`src/rtl/tlb_ctrl.sv`:
```
`default_nettype none
// ============================================================================
// Module   : tlb_ctrl
// Purpose  : Direct-mapped TLB controller in front of a dual-port SRAM
//            (port 0 write-only, port 1 lookup-only). Handles lookups with
//            a fixed two-cycle response, single-cycle entry fills, and an
//            invalidate-all flush that also runs after every reset release.
// Options  : TLB_STATS_EN - when defined, adds saturating hit/miss counters;
//            otherwise stat_hits/stat_misses are tied to zero.
// Revision : 1.0 - initial release
// ============================================================================
module tlb_ctrl #(
    parameter int ENTRIES = 64,
    parameter int IDX_W   = 6
) (
    input  logic             clk,
    input  logic             rst_n,
    // lookup request
    input  logic             req_valid,
    output logic             req_ready,
    input  logic [31:0]      req_va,
    // lookup response (no backpressure)
    output logic             resp_valid,
    output logic             resp_hit,
    output logic [31:0]      resp_pa,
    output logic [3:0]       resp_perm,
    // entry install
    input  logic             fill_valid,
    output logic             fill_ready,
    input  logic [31:0]      fill_va,
    input  logic [31:0]      fill_pa,
    input  logic [3:0]       fill_perm,
    // invalidate-all
    input  logic             flush_req,
    output logic             flush_busy,
    // SRAM port 0 (write) and port 1 (read)
    output logic             sram_csb0,
    output logic             sram_web0,
    output logic [IDX_W-1:0] sram_addr0,
    output logic [63:0]      sram_din0,
    output logic             sram_csb1,
    output logic [IDX_W-1:0] sram_addr1,
    input  logic [63:0]      sram_dout1,
    // statistics
    output logic [31:0]      stat_hits,
    output logic [31:0]      stat_misses
);

    localparam int               TAG_W    = 14;
    localparam logic [IDX_W-1:0] LAST_IDX = IDX_W'(ENTRIES - 1);

    typedef enum logic [0:0] {
        ST_IDLE  = 1'b0,
        ST_FLUSH = 1'b1
    } state_t;

    state_t             state_q;
    logic               flush_pend_q;   // flush owed after reset release
    logic [IDX_W-1:0]   flush_idx_q;

    // lookup pipeline: stage 1 = SRAM address captured, stage 2 = data out
    logic               s1_valid_q, s2_valid_q;
    logic [TAG_W-1:0]   s1_tag_q,   s2_tag_q;
    logic [11:0]        s1_off_q,   s2_off_q;

    logic               fill_acc;
    logic               req_acc;
    logic               entry_hit;

    // Handshakes: fills win over lookups; nothing is accepted while flushing
    // or while the post-reset flush is still pending.
    assign fill_ready = (state_q == ST_IDLE) && !flush_pend_q;
    assign fill_acc   = fill_valid && fill_ready;
    assign req_ready  = fill_ready && !fill_valid;
    assign req_acc    = req_valid && req_ready;
    assign flush_busy = (state_q == ST_FLUSH);

    // Write port: flush zeroes one entry per cycle, otherwise an accepted fill
    always_comb begin
        sram_csb0  = 1'b1;
        sram_web0  = 1'b1;
        sram_addr0 = '0;
        sram_din0  = '0;
        if (state_q == ST_FLUSH) begin
            sram_csb0  = 1'b0;
            sram_web0  = 1'b0;
            sram_addr0 = flush_idx_q;
        end else if (fill_acc) begin
            sram_csb0  = 1'b0;
            sram_web0  = 1'b0;
            sram_addr0 = fill_va[12 +: IDX_W];
            sram_din0  = {1'b1, fill_va[31 -: TAG_W], fill_pa[31:12],
                          fill_perm, 25'd0};
        end
    end

    // Read port is driven in the same cycle the lookup is accepted
    assign sram_csb1  = !req_acc;
    assign sram_addr1 = req_va[12 +: IDX_W];

    // Control FSM: IDLE <-> FLUSH, with flush_idx_q sweeping every entry
    always_ff @(posedge clk or negedge rst_n) begin
        if (!rst_n) begin
            state_q      <= ST_IDLE;
            flush_pend_q <= 1'b1;
            flush_idx_q  <= '0;
        end else begin
            case (state_q)
                ST_IDLE: begin
                    if (flush_pend_q || flush_req) begin
                        state_q      <= ST_FLUSH;
                        flush_pend_q <= 1'b0;
                        flush_idx_q  <= '0;
                    end
                end
                ST_FLUSH: begin
                    flush_idx_q <= flush_idx_q + 1'b1;
                    if (flush_idx_q == LAST_IDX) begin
                        state_q <= ST_IDLE;
                    end
                end
                default: begin
                    state_q <= ST_IDLE;
                end
            endcase
        end
    end

    // Carry tag and page offset alongside the SRAM's two-cycle read latency
    always_ff @(posedge clk or negedge rst_n) begin
        if (!rst_n) begin
            s1_valid_q <= 1'b0;
            s2_valid_q <= 1'b0;
            s1_tag_q   <= '0;
            s2_tag_q   <= '0;
            s1_off_q   <= '0;
            s2_off_q   <= '0;
        end else begin
            s1_valid_q <= req_acc;
            s2_valid_q <= s1_valid_q;
            s1_tag_q   <= req_va[31 -: TAG_W];
            s2_tag_q   <= s1_tag_q;
            s1_off_q   <= req_va[11:0];
            s2_off_q   <= s1_off_q;
        end
    end

    // Compare the returned entry against the tag that travelled with it
    assign entry_hit  = sram_dout1[63] && (sram_dout1[62:49] == s2_tag_q);
    assign resp_valid = s2_valid_q;
    assign resp_hit   = s2_valid_q && entry_hit;
    assign resp_pa    = resp_hit ? {sram_dout1[48:29], s2_off_q} : 32'd0;
    assign resp_perm  = resp_hit ? sram_dout1[28:25] : 4'd0;

`ifdef TLB_STATS_EN
    logic [31:0] hits_q, hits_d;
    logic [31:0] misses_q, misses_d;

    // Saturating counters; only reset clears them, flush leaves them alone
    always_comb begin
        hits_d   = hits_q;
        misses_d = misses_q;
        if (resp_valid) begin
            if (resp_hit) begin
                if (hits_q != 32'hFFFF_FFFF) hits_d = hits_q + 32'd1;
            end else begin
                if (misses_q != 32'hFFFF_FFFF) misses_d = misses_q + 32'd1;
            end
        end
    end

    // Counter state
    always_ff @(posedge clk or negedge rst_n) begin
        if (!rst_n) begin
            hits_q   <= '0;
            misses_q <= '0;
        end else begin
            hits_q   <= hits_d;
            misses_q <= misses_d;
        end
    end

    assign stat_hits   = hits_q;
    assign stat_misses = misses_q;
`else
    assign stat_hits   = 32'd0;
    assign stat_misses = 32'd0;
`endif

endmodule
`default_nettype wire

```
`config.mk`:
```
export PLATFORM = sky130hd
export DESIGN_NAME = tlb_ctrl
export DESIGN_NICKNAME = d
export VERILOG_FILES = /design/src/rtl/tlb_ctrl.sv
export SDC_FILE = /design/constraint.sdc
export NUM_CORES = 1
export LEC_CHECK = 0
export ABC_AREA = 0
export CORE_AREA = 10 10 128 130
export CTS_CLUSTER_SIZE = 16
export DETAILED_ROUTE_END_ITERATION = 10
export DIE_AREA = 0 0 138 140
export PLACE_DENSITY = 0.73
export SYNTH_ARGS = -nofsm -noshare
export SYNTH_HDL_FRONTEND = slang
export SYNTH_SLANG_ARGS = --single-unit
```
`constraint.sdc`:
```
create_clock -name clk -period 2.4 [get_ports clk]
set_input_delay 0.36 -clock clk [delete_from_list [all_inputs] [get_ports clk]]
set_output_delay 0.36 -clock clk [all_outputs]
set_load 0.005 [all_outputs]
```
# Word level (Yosys, flattened, before mapping)
# Cells that the tools add are included.
totals:
  register_bits: 62
  latchBits: 0
  ram_bits: 0
  mem_bits_ro: 0
  input_bits: 169
  output_inout_bits: 184
  elab_cells: 38
  n_memories: 0
classes:
  n_addsub: 1
  multipliers: 0
  div: 0
  order_cmp: 0
  eq_ne: 3
  shift: 0
  mux: 13
  n_bitwise: 1
  n_reduce_logical: 11
op_table:
  columns: ["op", "count"]
  rows:
  - ["2-to-1 mux 64 bit", 2]
  - ["2-to-1 mux 32 bit", 1]
  - ["2-to-1 mux 6 bit", 3]
  - ["== test 14 bit", 1]
  - ["one-hot mux 6 bit (2 select lines)", 1]
  - ["adder 6 x 1 -> 6 bit (second input constant)", 1]
  - ["== test 6 bit (second input constant)", 1]
  - ["logical AND 1 bit", 6]
  - ["2-to-1 mux 1 bit", 4]
  - ["2-to-1 mux 4 bit", 1]
  - ["zero test 1 bit", 3]
  - ["inequality test 2 x 1 -> 1 bit (second input constant)", 1]
  - ["one-hot mux 1 bit (2 select lines)", 1]
  - ["AND reduction 2 bit", 1]
  - ["logical OR 1 bit", 1]
  - ["NOT 1 bit", 1]

# Depth between registers and ports, before layout
# Gate-level depths: netlist (run 1).
logic_depth:
  depth_word: 5
  mapped_depth: 5
  ltp_nobuf: 4

# Worst setup path before layout (run 1)
# Ideal clock, no wire load.
synth_path:
  path_kind: "register to output"
  start: "register s2_tag_q[9]"
  end: "output resp_hit"
  arrival_time_ps: 1607
  required_ps: 2040
  setup_slack_ps: 433
  path_stages_with_launch: 6
  path_buffers: 2
  path_cell_list: "dfrtp_1 xor2_1 or4_1 buf_6 buf_12 nor4_2"
synth_between:
  elab_chain_cells: 3
synth_lines:
  columns: ["item", "line", "source"]
  rows:
  - ["from (decl)", "63", "logic [TAG_W-1:0] s1_tag_q, s2_tag_q;"]
  - ["from (signal assigned)", "142", "s2_tag_q <= s1_tag_q;"]
  - ["== test 14 bit", "149", "assign entry_hit = sram_dout1[63] && (sram_dout1[62:49] == s2_tag_q);"]
  - ["logical AND 1 bit", "149", null]
  - ["logical AND 1 bit", "151", "assign resp_hit = s2_valid_q && entry_hit;"]
  - ["to (decl)", "24", "output logic resp_hit,"]
# Every way passes these cells.

# Worst setup path in the final report (run 1)
layout_path:
  start: "register s2_tag_q[9]"
  end: "output resp_pa[4]"
layout_between:
  elab_chain_cells: 4
layout_lines:
  columns: ["item", "line", "source"]
  rows:
  - ["== test 14 bit", "149", null]
  - ["logical AND 1 bit", "149", null]
  - ["logical AND 1 bit", "151", null]
  - ["2-to-1 mux 32 bit", "152", "assign resp_pa = resp_hit ? {sram_dout1[48:29], s2_off_q} : 32'd0;"]
  - ["to (decl)", "25", "output logic [31:0] resp_pa,"]
# Every way passes these cells.

==> impl_metrics.ini, run 1 <==
[outcome]
violations = setup timing
status = finished with violations

[flow_run]
maxCapViolCount = 0

[clocking]
ctsHtreeMaxLevel = 3
cts_hold_buf = 0
clkTransAtPathRegs_ns = 0.05
cts-root-buf = clkbuf_16
clock_sinks = 62
cts_tree = yes
numCtsBuffers = 9
clock_path_buffers = 2
clk-insertion-delay-late_ns = 0.32

[floorplan]
die-height_um = 140
chipWidth_um = 138
core_area_sq_um = 13770
die_area_sq_um = 19320
boundaryPins = 353
floorplan.rows = 43
start_util_pct = 27.01

[route]
drc = 0
wl_per_cell_um = 18.32
ant_nets = 0
top_layer = met5
vias = 3240
drtPass1Iterations = 4
wl_met1_mm = 4.579
drt-vias-per-instance = 4.343
met3_length_mm = 1.663
met2_length_mm = 7.205
wl_mm = 13.67
drtIter0Drc = 61

[pwr]
power_leakage_nw = 2.999
comb_power_share_pct = 25.0
power_frac_seq_pct = 34.1
p_switching_mw = 0.9291
pwr-share-clk_pct = 40.9
internal_power_mw = 2.688
netSwitchingFraction_pct = 25.68
pwr_density_cell_nw_per_um2 = 579.4
ir_worst_vdd_mv = 0.3878

[sta]
slew_viol_final = 0
period_share_pct = 106.0
period_needed_ns = 2.543
finalHoldViolations = 0
setup_violations = 27
max_slew.worst_pin.slew_ns = 0.5144
rsz0062_at_grt = yes
skew_ns = 0.007884
setup_ws_ns = -0.1435
clock.fmax_mhz = 393.2
slew_headroom_pct = 65.71

[worst_setup_path]
critPathSlowestCell = or4_4
reg2reg_from = flush_busy
cpMostUsedCell = buf_6
ff2ff_setup_slack_ns = 1.09
worstSetupPathType = reg -> out
arrival_ns = 2.18
cp_max_fo = 4
path_cells = xor2_1, or4_4, buf_6, buf_6, nor4_4, buf_2
cp-startpoint = s2_tag_q[9]
cp.depth = 6
reg2reg_depth = 4
critPathTopFamily = simple AND/OR/NAND/NOR gates
end_kind = output pin
critPathBufInv = 3
crit_end = resp_pa[4]
max_stage_delay_ns = 0.62
worstReg2RegEnd = flush_idx_q[2]
critPathLaunchType = flop
cp.required_ns = 2.04

[cells_and_area]
drive_gt1_share_pct = 21.91
area_delta_synth_final_pct = 67.84
nFillCells = 1318
stdcell_count = 746
final_util_pct = 45.33
diodes = 0
multi_input_area_sq_um = 1901
seq_area_sq_um = 1553
nets = 731

[yosys]
netlist_instances = 360
avgSynthCellArea_sq_um = 10.33
synthDistinctLibCells = 31
yosys_warnings = 0
ys_ff_latch = 62
synth_area_sq_um = 3720
yosysSeqAreaShare_pct = 41.74

[global_routing]
grt_pass1_wl_mm = 20.59
antenna_found_initial = 1
grt.overflow.total = 0
grt_pass1_vias = 3565
grt_max_degree = 40
track_usage_pct = 12.94

[place]
dpl.hpwl_mm = 10.65
io_buffer_count = 202
place.gp.congestion = 0.7878
dp.cells = 722

[hold_path]
hold_class = in -> async
layer usage:
metal | global-route usage, % | vias up
li1 | - | 1504
met2 | 23.67 | 194
met1 | 12.31 | 1526
met5 | 0 | -
met3 | 6.829 | 14
met4 | 3.718 | 2
per-stage QoR:
step	instance area, sq um	total power, mW	TNS, ns	setup WS, ns	hold slack [ns]
global placement	5674	2.098	-23.47	-0.6663	0.3329
detailed placement	5674	2.120	-24.78	-0.7452	0.3347
finish	6243	3.618	-2.020	-0.1435	0.01138
floorplan	4050	1.709	0	0.4335	0.06441
global route	6243	3.802	-5.250	-0.2262	0.04909
CTS	6031	3.634	-3.382	-0.1870	0.01984
Yosys cell counts:
cell / instances / area [sq um]
a21oi_1: 1 / 5.000
a22o_1: 6 / 52.55
a31oi_1: 2 / 12.51
and2_1: 2 / 12.51
and3_1: 38 / 237.7
and4_1: 1 / 8.760
buf_12: 3 / 60.06
buf_4: 96 / 720.7
buf_6: 1 / 11.26
clkbuf_1: 26 / 97.59
conb_1: 1 / 3.750
dfrtp_1: 61 / 1526
dfstp_2: 1 / 26.28
ha_1: 1 / 12.51
inv_1: 3 / 11.26
mux2i_1: 1 / 10.01
nand2_1: 9 / 33.78
nand3_1: 3 / 15.01
nand4_1: 39 / 244.0
nor2_1: 4 / 15.01
nor2b_1: 1 / 6.260
nor3_1: 2 / 10.01
nor4_1: 7 / 43.79
nor4_2: 30 / 375.4
o21ai_0: 3 / 15.01
o221ai_1: 1 / 8.760
o22ai_1: 1 / 6.260
o31ai_1: 1 / 7.510
or4_1: 1 / 7.510
xnor2_1: 11 / 96.34
xor2_1: 3 / 26.28
final cells by class:
cell class / instances / area share (%)
Clock inverter: 5 / 1.703
Clock buffer: 11 / 3.888
Tap cell: 180 / 3.607
Inverter: 3 / 0.1804
Multi-Input combinational cell: 257 / 30.44
Timing Repair Buffer: 228 / 35.31
Sequential cell: 62 / 24.87
placed cells by master, fill, tap and decap left out, drive strengths merged, types with 2 or more instances in the layout:
cell,instances
o21ai,3
dlygate4sd2,3
conb,89
buf,63
nor4,37
nor3,2
nand3,3
nand2,9
and3,38
dfrtp,61
nand4,39
xnor2,11
a22o,6
clkdlybuf4s50,161
nor2,4
clkbuf,12
a31oi,2
xor2,3
bufinv,3
inv,3
and2,2
sequential cells by signal (all words and copies together), names as in the netlist:
signal        flops
s1_valid_q        1
resp_valid        1
s1_tag_q         14
flush_busy        1
flush_pend_q      1
s1_off_q         12
s2_off_q         12
flush_idx_q       6
s2_tag_q         14
kinds of logic (layout without fill, tap and decap cells):
| group | Yosys count | in the layout | share of synthesized area, % |
|---|---|---|---|
| AOI/OAI and AO/OA | 15 | 15 | 2.893 |
| and+or+nand+nor | 137 | 137 | 27.14 |
| muxes | 1 | 1 | 0.2691 |
| DFF | 62 | 62 | 41.74 |
| xor gates and xnor gates | 14 | 14 | 3.296 |
| adders and majority gates | 1 | 1 | 0.3363 |
| buffers and inverters | 129 | 247 | 24.22 |
| other | 1 | 89 | 0.1008 |
how the worst min path moves through the flow:
stage	cells past startpoint	to	startpoint	slack (ns)
2_1_floorplan	0	flush_busy	rst_n	0.06
3_3_place_gp	0	s2_off_q[11]	s1_off_q[11]	0.33
3_5_place_dp	0	s2_off_q[6]	s1_off_q[6]	0.33
4_1_cts	1	s1_tag_q[4]	rst_n	0.02
5_1_grt	1	s1_tag_q[4]	rst_n	0.05
6_report	1	s1_tag_q[4]	rst_n	0.01
power by group through the flow:
stage	clock network (mW)	logic [mW]	registers, mW
2_1_floorplan	0	0.482	1.23
3_3_place_gp	0	0.849	1.25
3_5_place_dp	0	0.868	1.25
4_1_cts	1.52	0.876	1.24
5_1_grt	1.56	0.991	1.25
6_report	1.48	0.905	1.23
timing repair:
item,4_1_cts,5_1_grt
setup endpoints to repair,37,43
cloned,3,1
gates resized for setup,161,35
setup buffers,4,2
pin swaps,6,19
(Power assumes the default switching activity.)
==> inputs of run 2 (changes only) <==
==> constraint.sdc (replaced) <==
create_clock -name clk -period 2.8 [get_ports clk]
set_input_delay 0.42 -clock clk [delete_from_list [all_inputs] [get_ports clk]]
set_output_delay 0.42 -clock clk [all_outputs]
set_load 0.005 [all_outputs]
==> impl_metrics.ini, run 2 (same netlist as run 1, synthesis figures left out) <==
[route]
wl_per_cell_um = 17.81
drtPass1Iterations = 4
drc = 0
ant_nets = 0
vias = 3167
drt-vias-per-instance = 4.315
wl_mm = 13.08
drtIter0Drc = 106

[cells_and_area]
nets = 719
drive_gt1_share_pct = 15.52
layout_commonest_cell = clkdlybuf4s50_1
final_area_sq_um = 5928
area_delta_synth_final_pct = 59.37
top_regs = s1_tag_q: 14 flops, s2_tag_q: 14 flops
layout_common_cells = clkdlybuf4s50_1, conb_1, dfrtp_1, nand4_1, and3_1
diodes = 0

[pwr]
ir_worst_vdd_mv = 0.4004
power_leakage_nw = 2.614
pwr_density_cell_nw_per_um2 = 490.3

[worst_setup_path]
arrival_ns = 2.33
ff2ff_setup_slack_ns = 1.49
reg2reg_from = flush_busy
critPathBufInv = 3
critPathSlowestCell = or4_4
max_stage_delay_ns = 0.61
reg2reg_depth = 4
critPathTopFamily = simple AND/OR/NAND/NOR gates
end_kind = output pin
cp_max_fo = 19
cp.depth = 6
crit_end = resp_pa[5]
critPathLaunchType = input port
worstReg2RegEnd = flush_idx_q[2]
path_cells = clkdlybuf4s50_1, nand2_1, or4_4, buf_12, nor4_4, clkdlybuf4s15_1
cp.required_ns = 2.38
worstSetupPathType = in -> out
cp-startpoint = sram_dout1[63]

[clocking]
clkTransAtPathRegs_ns = 0.06
numCtsBuffers = 9
cts-root-buf = clkbuf_16
clock_path_buffers = 2
ctsHtreeMaxLevel = 3
clock_sinks = 62
cts_tree = yes
clk-insertion-delay-late_ns = 0.32

[global_routing]
grt_pass1_vias = 3441
grt.overflow.total = 0
grt_pass1_wl_mm = 19.94
grt_max_degree = 40
antenna_found_initial = 1
track_usage_pct = 12.68

[sta]
finalSetupTns_ns = 0
max_slew.worst_pin.slew_ns = 0.6827
slew_viol_final = 0
period_needed_ns = 2.747
finalHoldViolations = 0
setup_violations = 0
rsz0062_at_grt = no
slew_headroom_pct = 54.48
skew_ns = 0.005874
whs_ns = 0.1291
clock.fmax_mhz = 364.0
period_share_pct = 98.12

[floorplan]
start_util_pct = 27.01
boundaryPins = 353
die_area_sq_um = 19320
floorplan.rows = 43
chipWidth_um = 138
core_area_sq_um = 13770
die-height_um = 140

[place]
dpl.hpwl_mm = 10.52
dpl_cell_area_sq_um = 5612
place.gp.congestion = 0.7936
io_buffer_count = 202

[hold_path]
hold_class = in -> async

[outcome]
status = finished clean

[flow_run]
maxCapViolCount = 0
[run 2: changes by cell type in the layout (fill, tap and decap cells not counted), sizes merged]
cell and delta:
clkdlybuf4s15 +7, buf -44, inv +3, dlygate4sd2 +14
clkinvlp -1, clkinv +2, clkdlybuf4s50 +3, clkbuf +6
bufinv -2
[run 2: how the worst min path moves through the flow]
stage                 from        endpoint  slack, ns  cells past startpoint
2_1_floorplan        rst_n      flush_busy       0.12                      0
3_3_place_gp   s1_tag_q[2]     s2_tag_q[2]       0.33                      0
3_5_place_dp   s1_tag_q[6]     s2_tag_q[6]       0.33                      0
4_1_cts              rst_n  flush_idx_q[3]       0.16                      1
5_1_grt              rst_n  flush_idx_q[0]       0.18                      1
6_report             rst_n  flush_idx_q[3]       0.13                      1
[run 2: report_power, final]
group | internal [mW] | total, mW | switching, mW
Sequential | 0.982 | 1.06 | 0.0816
Combinational | 0.411 | 0.736 | 0.325
Clock | 0.698 | 1.11 | 0.408
Total | 2.09 | 2.91 | 0.814
[run 2: layer usage]
metal | vias to the layer above | track usage [%] | part of all wire, %
met1 | 1477 | 12.38 | 35
li1 | 1481 | - | -
met2 | 192 | 22.19 | 51
met3 | 15 | 7.066 | 13
met5 | - | 0 | 0.15
met4 | 2 | 4.384 | 1.6
[run 2: final cells by class]
cell class	instances	area [sq um]
fillers	1341	7845
repair buffers	216	2146
multi-input cells	257	1689
flip-flops and latches	62	1553
clock buffers	9	225.2
well taps	180	225.2
clock inverters	7	78.83
inverters	3	11.26
[run 2: worst reg2reg max path: cells and delay by family, from the launching register on]
kind / cells / cell delay, ns
flip-flops: 1 / 0.38
AND/OR/NAND/NOR: 1 / 0.41
buffers and inverters: 1 / 0.21
AO/OA/AOI/OAI: 2 / 0.24
[run 2: through the flow]
| stage | cells | total power [mW] | util (%) | worst slack [ns] |
|---|---|---|---|---|
| 5_1_grt | 734 | 3.072 | 43.04 | 0.001730 |
| 4_1_cts | 734 | 2.936 | 43.01 | 0.01310 |
| 3_5_place_dp | 717 | 1.806 | 40.74 | -0.5198 |
| 2_1_floorplan | 448 | 1.465 | - | 0.7289 |
| 3_3_place_gp | 717 | 1.782 | 40.74 | -0.4410 |
| 6_report | 734 | 2.907 | 43.04 | 0.05251 |
[run 2: repair_timing]
item / 4_1_cts / 5_1_grt
cloned: 1 / 0
buffers inserted: 0 / 0
gates resized for setup: 61 / 26
pin swaps: 1 / 0
setup endpoints to repair: 37 / 16
hold buffers: 0 / 0
